==> src/rtl/lifo_pkg.sv <==
// Shared types and width helpers for the hardware LIFO stack.
package lifo_pkg;

  // Per-edge operation resolved from CLR/PUSH/POP and the current fill state.
  typedef enum logic [2:0] {
    OP_NONE,
    OP_PUSH,
    OP_POP,
    OP_REPLACE,
    OP_CLEAR
  } lifo_op_t;

  // COUNT must represent 0..depth inclusive.
  function automatic int lifo_cnt_width(input int depth);
    return $clog2(depth + 1);
  endfunction

  // Storage index width; never below one bit.
  function automatic int lifo_addr_width(input int depth);
    return (depth > 1) ? $clog2(depth) : 1;
  endfunction

endpackage

==> src/rtl/lifo_ram.sv <==
// Depth x DataWidth stack storage: one synchronous write port, one
// combinational read port, no reset so FPGA tools can map it to distributed RAM.
module lifo_ram
  import lifo_pkg::*;
#(
  parameter int DataWidth = 32,
  parameter int Depth     = 16,
  parameter int AddrWidth = lifo_addr_width(Depth)
) (
  input  logic                 CLK,
  input  logic                 we,
  input  logic [AddrWidth-1:0] waddr,
  input  logic [DataWidth-1:0] wdata,
  input  logic [AddrWidth-1:0] raddr,
  output logic [DataWidth-1:0] rdata
);

  logic [DataWidth-1:0] mem_q [Depth];

  // Write port: one entry per edge when enabled.
  always_ff @(posedge CLK) begin
    if (we) begin
      mem_q[waddr] <= wdata;
    end
  end

  assign rdata = mem_q[raddr];

endmodule

==> src/rtl/lifo_stack.sv <==
// Parametrised LIFO stack. The top entry lives in a dedicated register (DTO);
// the array is read combinationally at COUNT-2 so the entry below the top is
// always ready, which lets a pop land every cycle without bubbles.
module lifo_stack
  import lifo_pkg::*;
#(
  parameter  int DataWidth = 32,
  parameter  int Depth     = 16,
  localparam int CntWidth  = lifo_cnt_width(Depth)
) (
  input  logic                 RESET,
  input  logic                 CLK,
  input  logic                 CLR,
  input  logic                 PUSH,
  input  logic                 POP,
  input  logic [DataWidth-1:0] DTI,
  output logic [DataWidth-1:0] DTO,
  output logic [CntWidth-1:0]  COUNT,
  output logic                 EMPTY,
  output logic                 FULL,
  output logic                 OVF,
  output logic                 UNF
);

  localparam int AddrWidth = lifo_addr_width(Depth);
  localparam logic [CntWidth-1:0] CntZero = '0;
  localparam logic [CntWidth-1:0] CntOne  = CntWidth'(1);
  localparam logic [CntWidth-1:0] CntTwo  = CntWidth'(2);
  localparam logic [CntWidth-1:0] CntFull = CntWidth'(Depth);

  logic [CntWidth-1:0]  count_q, count_d;
  logic [DataWidth-1:0] top_q, top_d;
  logic                 ovf_q, ovf_d;
  logic                 unf_q, unf_d;

  logic                 is_empty;
  logic                 is_full;
  lifo_op_t             op;

  logic                 ram_we;
  logic [AddrWidth-1:0] ram_waddr;
  logic [AddrWidth-1:0] ram_raddr;
  logic [DataWidth-1:0] ram_rdata;

  assign is_empty = (count_q == CntZero);
  assign is_full  = (count_q == CntFull);

  // Resolve the request into one operation; push+pop on an empty stack is a plain push.
  always_comb begin
    op = OP_NONE;
    if (CLR) begin
      op = OP_CLEAR;
    end else if (PUSH && POP) begin
      op = is_empty ? OP_PUSH : OP_REPLACE;
    end else if (PUSH) begin
      op = OP_PUSH;
    end else if (POP) begin
      op = OP_POP;
    end
  end

  // Next-below entry: only meaningful with two or more entries, otherwise index 0.
  assign ram_raddr = (count_q >= CntTwo) ? AddrWidth'(count_q - CntTwo) : '0;

  // Next-state and storage write control for the selected operation.
  always_comb begin
    count_d   = count_q;
    top_d     = top_q;
    ovf_d     = ovf_q;
    unf_d     = unf_q;
    ram_we    = 1'b0;
    ram_waddr = '0;
    unique case (op)
      OP_CLEAR: begin
        count_d = CntZero;
        top_d   = '0;
        ovf_d   = 1'b0;
        unf_d   = 1'b0;
      end
      OP_PUSH: begin
        if (is_full) begin
          // Data is dropped; only the sticky flag records the attempt.
          ovf_d = 1'b1;
        end else begin
          ram_we    = 1'b1;
          ram_waddr = AddrWidth'(count_q);
          count_d   = count_q + CntOne;
          top_d     = DTI;
        end
      end
      OP_POP: begin
        if (is_empty) begin
          unf_d = 1'b1;
        end else begin
          count_d = count_q - CntOne;
          // Popping the last entry must show 0, never stale array contents.
          top_d   = (count_q == CntOne) ? '0 : ram_rdata;
        end
      end
      OP_REPLACE: begin
        // Array copy of the top is rewritten too, so a later pop-through sees it.
        ram_we    = 1'b1;
        ram_waddr = AddrWidth'(count_q - CntOne);
        top_d     = DTI;
      end
      default: begin
      end
    endcase
  end

  // Stack state registers; an asynchronous reset discards any in-flight push.
  always_ff @(posedge CLK or negedge RESET) begin
    if (!RESET) begin
      count_q <= CntZero;
      top_q   <= '0;
      ovf_q   <= 1'b0;
      unf_q   <= 1'b0;
    end else begin
      count_q <= count_d;
      top_q   <= top_d;
      ovf_q   <= ovf_d;
      unf_q   <= unf_d;
    end
  end

  lifo_ram #(
    .DataWidth (DataWidth),
    .Depth     (Depth),
    .AddrWidth (AddrWidth)
  ) u_ram (
    .CLK   (CLK),
    .we    (ram_we),
    .waddr (ram_waddr),
    .wdata (DTI),
    .raddr (ram_raddr),
    .rdata (ram_rdata)
  );

  assign DTO   = top_q;
  assign COUNT = count_q;
  assign EMPTY = is_empty;
  assign FULL  = is_full;
  assign OVF   = ovf_q;
  assign UNF   = unf_q;

endmodule

==> config.mk <==
export PLATFORM = sky130hd
export DESIGN_NAME = lifo_stack
export DESIGN_NICKNAME = d
export VERILOG_FILES = /design/src/rtl/lifo_pkg.sv /design/src/rtl/lifo_ram.sv /design/src/rtl/lifo_stack.sv
export SDC_FILE = /design/constraint.sdc
export NUM_CORES = 1
export LEC_CHECK = 0
export CAP_MARGIN = 20
export CELL_PAD_IN_SITES_DETAIL_PLACEMENT = 1
export CELL_PAD_IN_SITES_GLOBAL_PLACEMENT = 2
export CORE_ASPECT_RATIO = 1.75
export CORE_MARGIN = 2
export CORE_UTILIZATION = 45
export CTS_BUF_LIST = sky130_fd_sc_hd__clkbuf_16
export CTS_CLUSTER_DIAMETER = 200
export DETAILED_ROUTE_END_ITERATION = 8
export GPL_TIMING_DRIVEN = 0
export PLACE_DENSITY_LB_ADDON = 0.1
export RECOVER_POWER = 25
export SETUP_SLACK_MARGIN = 0.3
export SLEW_MARGIN = 25
export SYNTH_ARGS = -nofsm -noshare
export SYNTH_HDL_FRONTEND = slang
export SYNTH_SLANG_ARGS = --single-unit
==> constraint.sdc <==
create_clock -name CLK -period 5.83 [get_ports CLK]
set_input_delay 1.749 -clock CLK [delete_from_list [all_inputs] [get_ports CLK]]
set_output_delay 1.749 -clock CLK [all_outputs]
set_load 0.05 [all_outputs]
==> summary.md, run 1 <==
| Metric | Value |
|---|---|
| Starting DRT DRC Count | 1,198 |
| CTS sink cnt | 551 |
| Avg Synthesized Cell Area | 15.4 sq um |
| Post-synth ARST share | 7.08% |
| Post-synth top area cell | edfxtp_1 |
| Postcts setup bufs | 0 |
| Final setup margin | 0.367 ns |
| Internal power | 7260 uW |
| Boundary pin count | 78 |
| CP startpoint | COUNT[1] |
| RSZ-0062 raised after global routing | no |
| Clk_skew | 0.0232 ns |
| Clock slew at reported path FFs | 0.06 ns |
| Post-Syn Area | 22,300 sq um |
| Number of max-cap violations | 2 |
| Cells after DPL | 2,215 |
| Yosys reg bits | 551 |
| GR Overflow Total | 0 |
| Fin nets | 1,652 |
| Compound-Gate Fraction of Synth Area | 15.0% |
| Startpoint Class | flop |
| Sequential cell area | 16,400 sq um |
| Vias in the first global route | 15.8k |
| Routability Congestion | 0.844 |
| Pre-antenna DRT Iters | 5 |
| Min-Delay Path Class | flop to flop |
| VDD IR max | 0.290 mV |
| Area growth from synthesis to layout | 18.1% |
| # setup viols final | 0 |
| Clk root buf | clkbuf_16 |
| Post-DP HPWL | 53,500 microns |
| Layout cells sized above 1 | 11.7% |
| Wire per inst | 33.1 microns |
| Total track usage | 30.1% |
| Min-delay src | UNF |
| R2R Path Start | COUNT[1] |
| Critical path data arrival time | 3.71 ns |
| TritonCTS Buffers | 50 |
| Vias | 14.7k |
| Status | complete, but fails checks |
| Comb pwr share | 32.5% |
| Top post-synthesis cells by area | edfxtp_1 (69%), dfrtp_1 (4.4%), a221oi_1 (3.0%), mux2i_1 (2.9%), a21oi_1 (2.0%) |
| I/O Buffers | 75 |
| Hold path cells | 1 |
| Synth Area in Adders | 0.449% |
| Routed WL | 76,400 microns |
| Filler cell count | 4,684 |
| Sequential element share of the synthesized area | 73.3% |
| Htree depth | 2 |
| PwrDens | 437 nW/um^2 |
| Final period utilization | 93.7% |
| Vias per std cell | 6.35 |
| Fin cells | 2,309 |
| Sw frac | 36.8% |
| # DRC | 0 |
| Crit Path Max Fanout | 14 |
| Initial antenna violation count | 0 |
| Leak | 0.00854 uW |
| Syn Nets | 1,497 |
| Slew margin rel. | -26.7% |
| Clock latency on the worst-skew pair | 0.59 ns |
| Prevailing post-synth register cell | edfxtp_1 |
| Hold buffer count at CTS | 0 |
| Post-Synth Simple-Gate Area | 5.07% |
| Xor/xnor cell area share of the yosys netlist | 0.0785% |
| Clk pwr share | 28.3% |
| Placeable Area | 49,300 sq um |
| Setup WS pre-CTS | 0.388 ns |
| Actual slew at the worst max-slew pin | 1.90 ns |
| Hold Slack | 0.510 ns |
| Total Power | 11,500 uW |
| TritonCTS clock tree | done |
| Final cell utilization of the core | 53.4% |
| Largest family of logic cells by synthesized area | compound AO/OA/AOI/OAI gates |
| Tmin final | 5.46 ns |
| Crit. End Element | primary output |
| Sequential power share | 39.2% |
| Cell Rows | 108 |
| Cells after Synth | 1,452 |
| Die ar. | 51,400 sq um |
| Die W | 172 microns |
| Fin. Hold Viols | 0 |
| Synth unique cells | 57 |
| Fmax | 183 MHz |
| First-pass GRT wire length | 109,000 microns |
| Net Switching | 4240 uW |
| Slew Viols, Final | 42 |
| Synth warn | 0 |
| Worst R2R Path Depth | 12 |
| Initial core utilization | 45.2% |
| WP data required | 4.08 ns |
| Failing checks | max-capacitance violations, max-slew violations |
| Area share of the largest cell type after synthesis | 68.9% |
| EDFF count, synth | 512 |
| CTS Buffer Depth | 3 |
| Post-route ant nets | 0 |
| Crit path kind | flop to primary output |
| Largest net degree at the start of global routing | 21 |
| Area of the multi-input gates | 5570 sq um |
| Die Ht | 299 microns |
| Post-synthesis mux area share | 3.78% |
logic make-up (layout without fill, tap and decap cells):
family / after synthesis / after routing
DFF: 551 / 551
AOI/OAI and AO/OA: 466 / 466
and+or+nand+nor: 219 / 219
buffers and inverters: 124 / 320
muxes: 82 / 82
adders and majority gates: 8 / 8
xor gates and xnor gates: 2 / 2
other: 0 / 1
cell type report:
class,count,area share (%)
sequential,551,62.1
multi-input combinational,777,21.1
timing repair buffer,103,5.58
clock buffer,51,4.85
tap,660,3.14
buffer,117,1.90
clock inverter,42,1.20
inverter,7,0.0998
antenna,1,0.00950
routing by layer:
layer	part of all wire, %	GRT usage (%)	vias to the layer above	routed length, microns
met3	4.2	3.46	233	3210
met4	6.8	18.3	0	5210
met5	0	0	-	0
li1	-	-	6251	-
met1	35	32.7	7624	26500
met2	54	55.3	544	41500
through the flow:
stage	setup TNS [ns]	cell area, sq um
after floorplan	0	22300
after global placement	-620.93	23900
after detailed placement	0	24800
after CTS	0	26400
after global routing	0	26300
final	0	26300
timing repair:
item                       4_1_cts  5_1_grt
setup endpoints to repair        2        1
resized for setup                3        1
pin swaps                        0        0
flip-flops by register name (all words and copies together) (netlist names):
signal	cells
UNF	1
DTO	32
COUNT	5
OVF	1
u_ram.mem_q	512
synthesized netlist by cell type, types with 6 or more instances:
| cell | instances |
|---|---|
| edfxtp_1 | 512 |
| a21oi_1 | 88 |
| a221oi_1 | 77 |
| clkbuf_1 | 75 |
| mux2i_1 | 65 |
| nor2_1 | 63 |
| dfrtp_1 | 39 |
| nand2_1 | 38 |
| a31oi_1 | 37 |
| and3_1 | 36 |
| o21ai_0 | 36 |
| a211oi_1 | 35 |
| o22ai_1 | 34 |
| a22oi_1 | 32 |
| o32ai_1 | 31 |
| buf_2 | 29 |
| nor2b_1 | 21 |
| nand3_1 | 20 |
| nand2b_1 | 19 |
| o21ai_1 | 19 |
| mux2_2 | 17 |
| a221o_1 | 15 |
| o211a_1 | 15 |
| o41ai_1 | 15 |
| a31o_2 | 9 |
| buf_1 | 8 |
| ha_1 | 8 |
| o31ai_1 | 7 |
| a31o_1 | 6 |
critical path, stage by stage, from the launching register on:
cell and delay (ns):
dfrtp_1 0.48, buf_2 0.26, inv_2 0.30, clkbuf_2 0.42
ha_1 0.25, or4b_4 0.51, inv_1 0.10, clkdlybuf4s50_1 0.80
final timing paths:
path                                       to  slack (ns)
setup / recovery                        EMPTY        0.37
hold / removal                            UNF        0.51
setup reg to reg           u_ram.mem_q[6][27]        1.36
hold reg to reg                           UNF        0.51
max in group asynchronous             DTO[23]        1.79
min in group asynchronous              DTO[1]        1.56
placed cells by master, fill, tap and decap left out, types with 6 or more instances in the layout:
master	n
o21ai_1	19
buf_2	30
inv_1	20
a211oi_1	35
buf_16	24
and3_1	36
mux2_2	17
nor2_4	16
o22ai_1	34
a31o_1	6
edfxtp_1	512
o21ai_0	36
nand2b_1	19
clkinv_1	11
a221oi_1	77
o41ai_1	15
a31oi_1	36
a31o_2	9
a221o_1	15
clkbuf_16	51
nand2_1	38
o211a_1	15
dlygate4sd3_1	18
a21oi_1	88
nor2_1	47
dfrtp_1	39
nor2b_1	21
o32ai_1	31
o31ai_1	7
clkinv_2	7
clkdlybuf4s50_1	56
ha_1	8
nand3_1	20
a22oi_1	32
buf_1	8
mux2i_1	65
clkbuf_1	72
power by group through the flow:
stage / registers (uW) / clock network [uW] / logic (uW)
final: 4510 / 3250 / 3730
after global routing: 4520 / 3430 / 3920
after CTS: 4510 / 3290 / 3720
after detailed placement: 4590 / 0 / 3700
after global placement: 4600 / 0 / 3570
after floorplan: 4700 / 0 / 1940
No activity file was read; power rests on OpenSTA's default activity.
==> inputs of run 2 (changes only) <==
--- a/config.mk
+++ b/config.mk
@@ -10,7 +10,7 @@
 export CELL_PAD_IN_SITES_GLOBAL_PLACEMENT = 2
 export CORE_ASPECT_RATIO = 1.75
 export CORE_MARGIN = 2
-export CORE_UTILIZATION = 45
+export CORE_UTILIZATION = 40
 export CTS_BUF_LIST = sky130_fd_sc_hd__clkbuf_16
 export CTS_CLUSTER_DIAMETER = 200
 export DETAILED_ROUTE_END_ITERATION = 8
==> summary.md, run 2 (synthesized netlist as in run 1, its figures left out) <==
| Metric | Value |
|---|---|
| Status | complete, but fails checks |
| Failing checks | max-capacitance violations, max-slew violations |
| Vias per std cell | 6.14 |
| Slew Viols, Final | 42 |
| Diode count | 0 |
| Fin cells | 2,346 |
| Pre-antenna DRT Iters | 6 |
| Starting DRT DRC Count | 1,157 |
| Final setup margin | 0.397 ns |
| Crit. End Element | primary output |
| TritonCTS Buffers | 52 |
| Critical path data arrival time | 3.68 ns |
| R2r setup slk | 1.38 ns |
| R2R Path Start | COUNT[1] |
| VDD IR max | 0.230 mV |
| Vias in the first global route | 15.7k |
| Post-cts resize count | 5 |
| Initial core utilization | 40.4% |
| Clock slew at reported path FFs | 0.07 ns |
| Filler cell count | 5,345 |
| Boundary pin count | 78 |
| Startpoint Class | flop |
| Placeable Area | 55,200 sq um |
| WP data required | 4.08 ns |
| Postcts setup bufs | 0 |
| Min-delay src | OVF |
| Clk root buf | clkbuf_16 |
| Min-Delay Path Class | flop to flop |
| Crit-path max cell delay | 0.81 ns |
| Wire per inst | 33.2 microns |
| Actual slew at the worst max-slew pin | 1.78 ns |
| Die ar. | 57,700 sq um |
| Crit Path Max Fanout | 14 |
| Clock latency on the worst-skew pair | 0.62 ns |
| CP cell instances | buf_2 -> inv_2 -> clkbuf_4 -> ha_1 -> or4b_4 -> inv_1 -> clkdlybuf4s50_1 |
| GR Overflow Total | 0 |
| Cells after DPL | 2,250 |
| Leak | 0.00852 uW |
| Worst hold endpoint | OVF |
| Setup TNS | 0 ns |
| Most frequent cells in the layout | edfxtp_1 (512), a21oi_1 (88), a221oi_1 (77) |
| Worst R2R Path Depth | 13 |
| Tmin final | 5.43 ns |
| Die W | 183 microns |
| Fmax | 184 MHz |
| Area growth from synthesis to layout | 18.1% |
| CTS sink cnt | 551 |
| Setup WS pre-CTS | 0.251 ns |
| Post-DP HPWL | 54,400 microns |
| RSZ-0062 raised after global routing | no |
| Hold buffer count at CTS | 0 |
| Routability Congestion | 0.847 |
| Hold path cells | 2 |
| # DRC | 0 |
| CTS Buffer Depth | 3 |
| PwrDens | 437 nW/um^2 |
| Post-route ant nets | 0 |
| Total track usage | 27.4% |
| Hold Slack | 0.502 ns |
| Layout cells sized above 1 | 11.6% |
| Fin. Hold Viols | 0 |
| Number of max-cap violations | 2 |
| Crit-path slowest cell | clkdlybuf4s50_1 |
| RR Endpoint | u_ram.mem_q[1][2] |
| Crit path kind | flop to primary output |
| Most common cell after layout, fill and taps aside | edfxtp_1 |
| TritonCTS clock tree | done |
| Total Power | 11,500 uW |
| Htree depth | 2 |
| Cell Rows | 114 |
| # setup viols final | 0 |
| Max reg flops | 512 |
| I/O Buffers | 75 |
| Routed WL | 77,800 microns |
| Slew margin rel. | -18.5% |
| Most flop-heavy register | u_ram.mem_q |
| Clk_skew | 0.0191 ns |
| Die Ht | 316 microns |
| Vias | 14.4k |
| Fin nets | 1,653 |
| Initial antenna violation count | 1 |
| Final period utilization | 93.2% |
| First-pass GRT wire length | 111,000 microns |
| Largest net degree at the start of global routing | 22 |
[run 2: power breakdown]
group / leakage, uW / total (uW) / internal (uW) / switching, uW
logic: 0.00255 / 3730 / 1010 / 2720
clock network: 0.000833 / 3280 / 1770 / 1500
registers: 0.00513 / 4510 / 4440 / 65.4
[run 2: layout make-up]
class	instances	area, sq um	share of cell area, %
buffer	117	504	1.92
clock inverter	43	265	1.01
timing repair buffer	102	1420	5.40
clock buffer	53	1330	5.04
sequential	551	16400	62.1
inverter	7	26.3	0.0998
multi-input combinational	777	5570	21.1
tap	696	871	3.31
[run 2: worst max path at each step]
stage / startpoint / depth (start not counted) / endpoint
after floorplan: COUNT[1] / 11 / u_ram.mem_q[5][0]
after global placement: COUNT[0] / 10 / u_ram.mem_q[3][2]
after detailed placement: COUNT[0] / 7 / EMPTY
after CTS: COUNT[1] / 7 / EMPTY
after global routing: COUNT[0] / 7 / EMPTY
final: COUNT[1] / 7 / EMPTY
[run 2: through the flow]
step	area [sq um]	util [%]
6_report	26300	47.7
5_1_grt	26300	47.7
4_1_cts	26400	47.7
3_5_place_dp	24800	44.8
3_3_place_gp	23900	43.3
2_1_floorplan	22300	-
[run 2: critical path, delay by kind of cell, from the launching register on]
family / cells / cell delay [ns]
simple gates: 1 / 0.52
flops: 1 / 0.48
fa+ha+maj: 1 / 0.23
buf+inv: 5 / 1.84
[run 2: routing by layer]
| layer | global-route usage (%) | wire length (microns) | vias to the layer above | part of all wire [%] |
|---|---|---|---|---|
| met4 | 13.7 | 4200 | 2 | 5.4 |
| met2 | 53.0 | 43300 | 419 | 56 |
| met5 | 0 | 12 | - | 0.015 |
| li1 | - | - | 6242 | - |
| met3 | 3.42 | 3040 | 171 | 3.9 |
| met1 | 28.9 | 27200 | 7560 | 35 |
==> inputs of run 3 (changes only) <==
--- a/config.mk
+++ b/config.mk
@@ -10,7 +10,7 @@
 export CELL_PAD_IN_SITES_GLOBAL_PLACEMENT = 2
 export CORE_ASPECT_RATIO = 1.75
 export CORE_MARGIN = 2
-export CORE_UTILIZATION = 40
+export CORE_UTILIZATION = 35
 export CTS_BUF_LIST = sky130_fd_sc_hd__clkbuf_16
 export CTS_CLUSTER_DIAMETER = 200
 export DETAILED_ROUTE_END_ITERATION = 8
==> summary.md, run 3 (synthesized netlist as in run 1, its figures left out) <==
| Metric | Value |
|---|---|
| Post-DP HPWL | 57,700 microns |
| Leak | 0.00857 uW |
| Vias per std cell | 5.80 |
| GR Overflow Total | 0 |
| # DRC | 0 |
| RSZ-0062 raised after global routing | no |
| CTS Buffer Depth | 3 |
| Htree depth | 2 |
| Failing checks | max-capacitance violations, max-slew violations |
| Hold Slack | 0.517 ns |
| Crit path buffers/inverters | 5 |
| Hold path cells | 2 |
| Sequential cell area | 16,400 sq um |
| Vias | 14.3k |
| Filler cell count | 6,358 |
| Slew margin rel. | -13.6% |
| # setup viols final | 0 |
| Most flop-heavy register | u_ram.mem_q |
| Cell Rows | 122 |
| Crit path kind | flop to primary output |
| WP data required | 4.08 ns |
| Most frequent cells in the layout | edfxtp_1 (512), a21oi_1 (88), a221oi_1 (77) |
| Fin. Hold Viols | 0 |
| Actual slew at the worst max-slew pin | 1.70 ns |
| Starting DRT DRC Count | 967 |
| CP cell instances | buf_2 -> inv_2 -> clkbuf_4 -> ha_1 -> nand4bb_1 -> inv_1 -> clkdlybuf4s50_1 |
| Status | complete, but fails checks |
| CTS sink cnt | 551 |
| Area of the multi-input gates | 5570 sq um |
| Vias in the first global route | 15.5k |
| Cells after DPL | 2,362 |
| Dpl cell area | 24,900 sq um |
| Area growth from synthesis to layout | 19.1% |
| Routed WL | 80,200 microns |
| R2r setup slk | 1.39 ns |
| PwrDens | 438 nW/um^2 |
| Final period utilization | 91.2% |
| Largest net degree at the start of global routing | 22 |
| Worst R2R Path Depth | 13 |
| Most common cell after layout, fill and taps aside | edfxtp_1 |
| CP Depth | 7 |
| Fin cells | 2,460 |
| I/O Buffers | 75 |
| Pre-antenna DRT Iters | 5 |
| Tmin final | 5.32 ns |
| Fin nets | 1,655 |
| Clock latency on the worst-skew pair | 0.61 ns |
| Die ar. | 65,800 sq um |
| Initial core utilization | 35.3% |
| Initial antenna violation count | 3 |
| TritonCTS Buffers | 52 |
| Crit Path Max Fanout | 14 |
| TritonCTS clock tree | done |
| Layout cells sized above 1 | 12.0% |
| Crit-path slowest cell | clkdlybuf4s50_1 |
| Worst hold endpoint | OVF |
| Min-delay src | OVF |
| Crit-path max cell delay | 0.82 ns |
| Design Area, Final | 26,600 sq um |
| Post-route ant nets | 0 |
| Total track usage | 24.5% |
| Critical path data arrival time | 3.57 ns |
| Min-Delay Path Class | flop to flop |
| RR Endpoint | u_ram.mem_q[10][10] |
| Crit. End Element | primary output |
| Die W | 195 microns |
| Slew Viols, Final | 42 |
| Wire per inst | 32.6 microns |
| Routability Congestion | 0.816 |
| Startpoint Class | flop |
| Fmax | 188 MHz |
| VDD IR max | 0.243 mV |
| Max reg flops | 512 |
| Boundary pin count | 78 |
| R2R Path Start | COUNT[1] |
| Clk root buf | clkbuf_16 |
| Top cell family by delay on the critical path | buffers and inverters |
| Placeable Area | 63,200 sq um |
| Hold buffer count at CTS | 0 |
| Number of max-cap violations | 2 |
| Clk_skew | 0.0324 ns |
| Clock slew at reported path FFs | 0.07 ns |
| First-pass GRT wire length | 114,000 microns |
| Total Power | 11,600 uW |
| Die Ht | 338 microns |
-- run 3: power breakdown --
part / internal, uW / switching (uW) / total (uW)
clock network: 1820 / 1520 / 3340
logic: 1010 / 2760 / 3770
registers: 4440 / 66.0 / 4510
total: 7280 / 4340 / 11600
-- run 3: metrics by stage --
stage          setup TNS (ns)  utilization, %  setup WS [ns]
2_1_floorplan               0               -           1.27
3_3_place_gp          -736.77            38.1          -1.91
3_5_place_dp                0            39.5          0.298
4_1_cts                     0            42.0          0.323
5_1_grt                     0            42.0          0.385
6_report                    0            42.0          0.511
-- run 3: worst register-to-register path, delay by kind of cell, from the launching register on --
family          cells  cell delay (ns)
simple gates        5             1.70
buf+inv             6             1.54
flops               1             0.49
fa+ha+maj           1             0.24
compound gates      1             0.15
-- run 3: worst max-delay path by stage --
stage                     startpoint           endpoint
after floorplan             COUNT[1]  u_ram.mem_q[5][0]
after global placement      COUNT[0]  u_ram.mem_q[5][8]
after detailed placement    COUNT[0]              EMPTY
after CTS                   COUNT[1]              EMPTY
after global routing        COUNT[1]               FULL
final                       COUNT[1]               FULL
-- run 3: cell type report --
cell class / count / area share [%]
Timing Repair Buffer: 104 / 5.53
Tap cell: 806 / 3.80
Clock inverter: 44 / 1.14
Inverter: 7 / 0.0989
Sequential cell: 551 / 61.6
Multi-Input combinational cell: 777 / 21.0
Antenna cell: 1 / 0.00942
Clock buffer: 53 / 4.99
Buffer: 117 / 1.90
-- run 3: metal layers --
metal / part of all wire [%] / vias to the layer above / GRT usage [%]
met5: 0 / - / 0
met4: 4.9 / 0 / 11.5
met3: 3.0 / 158 / 2.42
met2: 57 / 350 / 49.1
met1: 35 / 7509 / 25.4
li1: - / 6258 / -
-- run 3: timing repair --
| item | 4_1_cts | 5_1_grt |
|---|---|---|
| resized for setup | 5 | 1 |
| setup buffers | 0 | 0 |
| endpoints found under the setup margin | 2 | 1 |
